### src/rtl/pc_unit.sv
// Program-counter unit: PC register, next-PC select, stall and exception.
// Define PC_RAS_EN to add a circular return-address stack for call/return.
module pc_unit #(
    parameter int                ADDR_W    = 32,
    parameter int                PC_STEP   = 4,
    parameter int                BR_SHIFT  = 2,
    parameter int                JIDX_W    = 26,
    parameter logic [ADDR_W-1:0] RESET_VEC = '0,
    parameter logic [ADDR_W-1:0] EXC_VEC   = 'h80,
    parameter int                RAS_DEPTH = 4
) (
    input  logic              clk,
    input  logic              reset,
    input  logic              stall,
    input  logic              exc,
    input  logic              br_cond,
    input  logic              zero,
    input  logic [ADDR_W-1:0] br_off,
    input  logic              jump,
    input  logic [JIDX_W-1:0] jidx,
    input  logic              link,
    input  logic              jreg,
    input  logic [ADDR_W-1:0] jr_addr,
    input  logic              ret,
    output logic [ADDR_W-1:0] pc,
    output logic [ADDR_W-1:0] pc_plus,
    output logic              redirect,
    output logic              ras_empty
);

    localparam logic [ADDR_W-1:0] JMASK = {ADDR_W{1'b1}} << (JIDX_W + BR_SHIFT);

    logic [ADDR_W-1:0] r_pc;
    logic              r_redirect;
    logic [ADDR_W-1:0] w_pc_plus;
    logic [ADDR_W-1:0] w_br_tgt;
    logic [ADDR_W-1:0] w_jmp_tgt;
    logic [ADDR_W-1:0] w_next;
    logic              w_redir;
    logic              w_pop;
    logic [ADDR_W-1:0] w_top;

    assign w_pc_plus = r_pc + ADDR_W'(PC_STEP);
    assign w_br_tgt  = w_pc_plus + (br_off << BR_SHIFT);
    // Upper bits come from pc_plus; index and shift zeros fill the rest.
    assign w_jmp_tgt = (w_pc_plus & JMASK) | (ADDR_W'(jidx) << BR_SHIFT);

`ifdef PC_RAS_EN
    localparam int PW = (RAS_DEPTH > 1) ? $clog2(RAS_DEPTH) : 1;

    logic [ADDR_W-1:0] r_stack [RAS_DEPTH];
    logic [PW-1:0]     r_ptr;
    logic [PW:0]       r_cnt;
    logic              w_push;

    // jreg outranks jump, so a push never coincides with a pop.
    assign w_push = jump & link & ~jreg & ~stall & ~exc;
    assign w_pop  = jreg & ret & ~stall & ~exc & (r_cnt != '0);
    assign w_top  = r_stack[r_ptr - 1'b1];
    assign ras_empty = (r_cnt == '0);

    always_ff @(posedge clk) begin
        if (!reset && w_push) begin
            r_stack[r_ptr] <= w_pc_plus;
        end
    end

    always_ff @(posedge clk) begin
        if (reset) begin
            r_ptr <= '0;
            r_cnt <= '0;
        end else if (w_push) begin
            r_ptr <= r_ptr + 1'b1;
            if (r_cnt != (PW+1)'(RAS_DEPTH)) begin
                r_cnt <= r_cnt + 1'b1;
            end
        end else if (w_pop) begin
            r_ptr <= r_ptr - 1'b1;
            r_cnt <= r_cnt - 1'b1;
        end
    end
`else
    logic w_unused;

    assign w_unused  = link ^ ret;
    assign w_pop     = 1'b0;
    assign w_top     = '0;
    assign ras_empty = 1'b1;
`endif

    always_comb begin
        w_next  = w_pc_plus;
        w_redir = 1'b0;
        if (exc) begin
            w_next  = EXC_VEC;
            w_redir = 1'b1;
        end else if (stall) begin
            w_next  = r_pc;
        end else if (jreg) begin
            w_next  = w_pop ? w_top : jr_addr;
            w_redir = 1'b1;
        end else if (jump) begin
            w_next  = w_jmp_tgt;
            w_redir = 1'b1;
        end else if (br_cond && zero) begin
            w_next  = w_br_tgt;
            w_redir = 1'b1;
        end
    end

    always_ff @(posedge clk) begin
        if (reset) begin
            r_pc       <= RESET_VEC;
            r_redirect <= 1'b0;
        end else begin
            r_pc       <= w_next;
            r_redirect <= w_redir;
        end
    end

    assign pc       = r_pc;
    assign pc_plus  = w_pc_plus;
    assign redirect = r_redirect;

endmodule

### config.mk
export PLATFORM = sky130hd
export DESIGN_NAME = pc_unit
export DESIGN_NICKNAME = d
export VERILOG_FILES = /design/src/rtl/pc_unit.sv
export SDC_FILE = /design/constraint.sdc
export NUM_CORES = 1
export LEC_CHECK = 0
export ABC_CLOCK_PERIOD_IN_PS = 3400
export BUFFER_PORTS_ARGS = -buffer_cell sky130_fd_sc_hd__buf_2
export CORE_MARGIN = 10
export CORE_UTILIZATION = 45
export DETAILED_ROUTE_END_ITERATION = 12
export HOLD_SLACK_MARGIN = 0.06
export PLACE_DENSITY = 0.78
export SETUP_SLACK_MARGIN = 0.02
export SKIP_CTS_REPAIR_TIMING = 1
export SLEW_MARGIN = 5
export SYNTH_ARGS = -nofsm -noshare
export SYNTH_HDL_FRONTEND = slang
export SYNTH_SLANG_ARGS = --single-unit
### constraint.sdc
create_clock -name clk -period 3.4 [get_ports clk]
set_input_delay 0.51 -clock clk [delete_from_list [all_inputs] [get_ports clk]]
set_output_delay 0.51 -clock clk [all_outputs]
set_load 0.03 [all_outputs]
# Word level (Yosys, flattened, before mapping)
# Cells that the tools add are included.
[classes]
add_sub_neg = 2
n_eq_ne = 1
mux = 10
bitwise_logic = 1
reduce_logical = 2
[ops]
columns = ["cell", "count"]
rows = [
  ["$mux W32", 3],
  ["$add A32 B3 Y32 const B", 1],
  ["$add A32 B32 Y32", 1],
  ["$or A32 B28 Y32", 1],
  ["$mux W8", 2],
  ["$mux W1", 5],
  ["$ne A2 B1 Y1 const B", 1],
  ["$reduce_or A2 Y1", 1],
  ["$logic_and A1 B1 Y1", 1],
]
[totals]
regBits = 33
in_bits = 100
out_inout_bits = 66

# Longest topological paths before layout
[logic_depth]
ltp_word = 7
mapped_depth = 18

# Worst setup path before layout
# Ideal clock, no wire load.
[synth_timing]
kind = "reg-to-reg"
startpoint = "register r_pc[2] (netlist: pc[2])"
endpoint = "register r_pc[31] (netlist: pc[31])"
setup_ns = 0.124
arrival_time_ns = 4.294
slack_ns = -1.019
stages_incl_launch_ff = 19
cell_sequence = "dfxtp_1 -> ha_1 -> nand3_2 -> nor2_4 -> nand3_4 -> nor2_1 -> nand2_1 -> xnor2_1 -> ha_1 -> buf_6 -> a21o_1 -> a221o_1 -> a221o_1 -> a211oi_2 -> nor2_1 -> a21oi_1 -> and3b_1 -> xnor2_1 -> o22ai_1"
[synth_via]
elab_chain_len = 5
elab_cells_between_ends = 6
cone_classes = "add/sub (2); mux (3); bitwise (1)"
[synth_rtl]
columns = ["item", "line_no", "text"]
rows = [
  ["start, declared", "33", "logic [ADDR_W-1:0] r_pc;"],
  ["start signal, assigned", "116", "r_pc <= w_next;"],
  ["$add A32 B3 Y32", "43", "assign w_pc_plus = r_pc + ADDR_W'(PC_STEP);"],
  ["named net pc_plus[24]", "26", "output logic [ADDR_W-1:0] pc_plus,"],
  ["$add A32 B32 Y32", "44", "assign w_br_tgt = w_pc_plus + (br_off << BR_SHIFT);"],
  ["$mux W32", "105", "end else if (br_cond && zero) begin"],
  ["$mux W32", "102", "end else if (jump) begin"],
  ["$mux W32", "99", "end else if (jreg) begin"],
]
# The timed path passes the listed nets, and every way through them passes these cells.
# A chain may end at the register's enable or synchronous reset.

# Worst setup path after layout
[layout_timing]
startpoint = "register r_pc[16] (netlist: pc[16])"
endpoint = "register r_pc[31] (netlist: pc[31])"
[layout_via]
elab_chain_len = 5
elab_cells_between_ends = 6
cone_classes = "add/sub (2); mux (3); bitwise (1)"
[layout_rtl]
columns = ["item", "line_no"]
rows = [
  ["$add A32 B3 Y32 (*)", "43"],
  ["$add A32 B32 Y32", "44"],
  ["$mux W32", "105"],
  ["$mux W32 (*)", "102"],
  ["$mux W32 (*)", "99"],
]
# Every way passes the cells marked *; elsewhere a longest branch is shown, timed or not.

==> summary.txt <==
Run status
  – Failing checks: negative setup slack
  – Status: finished, violations left

Setup path
  – WP data arrival: between 3 and 4 ns
  – CP startpoint kind: flip-flop
  – R2r startpoint: pc[16]
  – Buf+Inv Stages, Crit Path: 0
  – Critical Path Max Stage Delay: about 0.4 ns
  – Worst Path Required: around 3.6 ns
  – CP top delay family: simple AND/OR/NAND/NOR gates
  – Crit path cell chain: and3_4 -> and3_4 -> nand2_2 -> nor4_4 -> nand3_2 -> xnor2_4 -> ha_4 -> and3_4 -> a221o_1 -> a221o_1 -> a211oi_2 -> nor2_1 -> a21oi_1 -> and3b_1 -> xnor2_1 -> o22ai_1
  – R2R setup slack: -0.20 ns
  – Worst path slowest cell: a221o_1
  – Crit. Startpoint: pc[16]
  – Crit. End Element: flip-flop
  – CP max FO: 3
  – Most common cell on crit path: and3_4
  – Crit Path Class: flip-flop to flip-flop

STA
  – Final setup margin: -0.200 ns
  – Max-slew headroom: roughly two fifths
  – Worst Clk Skew: about 0.0085 ns
  – RSZ-0062 raised after global routing: true
  – Worst-Margin Slew: 0.910 ns
  – Slew Viols, Final: 0
  – Setup violations, final: 6
  – Tmin final: ~3.6 ns
  – Final period util: 106%
  – FMAX: ~280 MHz
  – Hold Fails Final Rpt: 0

Yosys
  – Count leader, synth: a21oi_1
  – Register area share after synthesis: 16.3%
  – Flop and latch count out of synthesis: 33
  – Post-Syn Area: about 4000 um2
  – Asr flop ratio synth: 0%
  – Leading area contributor after synthesis: dfxtp_1
  – Yosys cell types: 74
  – Synth warnings: 0
  – Post-synth EDFFs: 0
  – Avg Inst Size Synth: roughly 7.2 um2
  – Primary FF master, synth: dfxtp_1
  – Ranking of synthesized cells by area: dfxtp_1 16%, ha_1 11%, a21oi_1 8.7%, xnor2_1 7.6%, nand2_1 6.2%
  – Post-Synthesis Cells: approximately 570
  – Commonest cells in the netlist: 70 x a21oi_1, 67 x nand2_1, 63 x nor2_1, 39 x o21ai_0, 36 x ha_1
  – Synth top area share: approximately 16%
  – Post-Syn Nets: 702

Clock tree
  – H-tree Lvls: 2
  – Clock Path Buffers: 2
  – CTS Buf Count: 5
  – Clk_lat worst skew: around 0.30 ns
  – Clock slew seen by the registers of the worst setup and hold paths: 0.08 ns
  – CTS tree: done
  – Root buffer cell: clkbuf_8
  – Clock sink count: 33

Final layout
  – Multi-input logic area: approximately 3700 um2
  – Layout fillers: 707
  – Synth-to-layout area growth: 63.9%
  – Share of cells above drive strength 1: around 49%
  – Design Area, Final: around 6600 um2
  – Ant. Diodes: 0
  – Nets@finish: approximately 980
  – Register area: just over 700 um2

Power and ir drop
  – P_leak: between 3 and 4 nW
  – Clock power share: roughly a fifth
  – Worst IR Drop VDD: 0.000202 V
  – Comb pwr share: 51.5%
  – Seq pwr share: 27.5%
  – Pwr dens: 227 nW/um2
  – Internal power: between 0.0008 and 0.0009 W
  – Net Sw Power: approximately 0.00063 W
  – Switching Share: between 40% and 50%

Die
  – Die Height: about 110 um
  – Horiz. Die Dim: 115 um
  – Row count: 34
  – I/O pins: ~170
  – Initial Utilization: between 40% and 50%
  – Core area: approximately 8700 um2
  – Die Footprint: 13200 um2

Job
  – Maxcap violations: 0

Global route
  – Largest net degree at the start of global routing: 33
  – Vias in the first global route: between 5000 and 6000
  – Total grt overflow: 0
  – Initial antenna violation count: 1
  – First-pass GRT wire length: about 28000 um
  – Total GRT Usage: between 20 and 30%

Worst hold path
  – Worst Min Path Start: reset
  – HP Class: input pin to flip-flop

Place
  – Setup WS pre-CTS: -0.205 ns
  – Post-DP HPWL: around 15000 um
  – Gpl congestion: ~1.0
  – IO Port Bufs: 160
  – DP Area: 5960 um2

Route
  – Post-Route WL: roughly 20000 um
  – Average wire per standard cell: slightly above 20 um
  – Post-route DRC: 0
  – Via count: around 5700
  – DR vias/cell: ~6.0
  – Post-route ant nets: 0
  – Pre-antenna DRT Iters: 5
  – DRT iter0 DRCs: 628
==> layout make-up <==
cell class | instances | area share (%)
flip-flops and latches | 33 | 10.7
inverters | 11 | 0.623
clock inverters | 2 | 0.170
repair buffers | 304 | 29.1
well taps | 108 | 2.04
multi-input cells | 492 | 56.3
clock buffers | 6 | 1.09
==> kinds of logic after synthesis <==
kind of cell               after synthesis  share of synthesized area (%)
adders and majority gates               37                           11.6
other                                    1                         0.0927
DFF                                     33                           16.3
AOI/OAI and AO/OA                      190                           29.4
xor gates and xnor gates                51                           11.0
and+or+nand+nor                        207                           25.0
muxes                                    6                           1.55
buffers and inverters                   40                           4.92
==> routing by layer <==
| metal | wire [um] | GRT usage, % |
|---|---|---|
| met1 | 7610 | 32.6 |
| met2 | 9170 | 42.3 |
| met3 | 2190 | 7.24 |
| met4 | 557 | 7.01 |
| met5 | 12 | 0 |
==> state kept, by name, indices dropped and copies added (netlist names) <==
register  cells
pc           32
redirect      1
==> worst paths after layout <==
kind         depth (start not counted)  endpoint
min                                  2     pc[7]
min reg2reg                          2     pc[0]
max reg2reg                         16    pc[31]
max                                 16    pc[31]
==> power by group through the flow <==
| stage | sequential [W] | clock (W) | combinational, W |
|---|---|---|---|
| after floorplan | 0.000466 | 0 | 0.000355 |
| after global placement | 0.000421 | 0 | 0.000666 |
| after detailed placement | 0.000422 | 0 | 0.000679 |
| after CTS | 0.000413 | 0.000310 | 0.000683 |
| after global routing | 0.000416 | 0.000332 | 0.000828 |
| final | 0.000414 | 0.000317 | 0.000777 |
==> per-stage QoR <==
stage,TNS (ns),cells,power (W),hold WS (ns),utilization [%]
floorplan,-0.848,565,0.000821,0.573,-
finish,-0.526,956,0.00151,0.424,76.0
CTS,-0.778,934,0.00141,0.416,69.3
detailed placement,-0.571,926,0.00110,0.479,68.3
global placement,-0.344,926,0.00109,0.475,68.3
global route,-2.30,956,0.00158,0.431,76.0
==> worst register-to-register path, stage by stage, from the launching register on <==
cell and delay, ns:
dfxtp_2 0.34, and3_4 0.19, and3_4 0.19, nand2_2 0.08, nor4_4 0.34, nand3_2 0.18
xnor2_4 0.21, ha_4 0.24, and3_4 0.17, a221o_1 0.33, a221o_1 0.41, a211oi_2 0.16
nor2_1 0.08, a21oi_1 0.14, and3b_1 0.20, xnor2_1 0.13, o22ai_1 0.08
==> layout by cell type, fill, tap and decap left out, types with 8 or more instances in the layout <==
cell type  synthesis  layout
a211oi_1          12       9
a21o_1            12      12
a21oi_1           70      58
a21oi_2            0      11
buf_2              4     160
buf_4              3     131
buf_6              4      13
dfxtp_1           33      16
dfxtp_4            0      10
ha_1              36      29
inv_1             10      10
nand2_1           67      63
nand3_1           20      17
nand4_1            9       9
nor2_1            63      54
o21ai_0           39      30
o22ai_1            8       8
xnor2_1           35      24
xor2_1            16      13
Note: power is estimated with default switching activity, not from simulation.
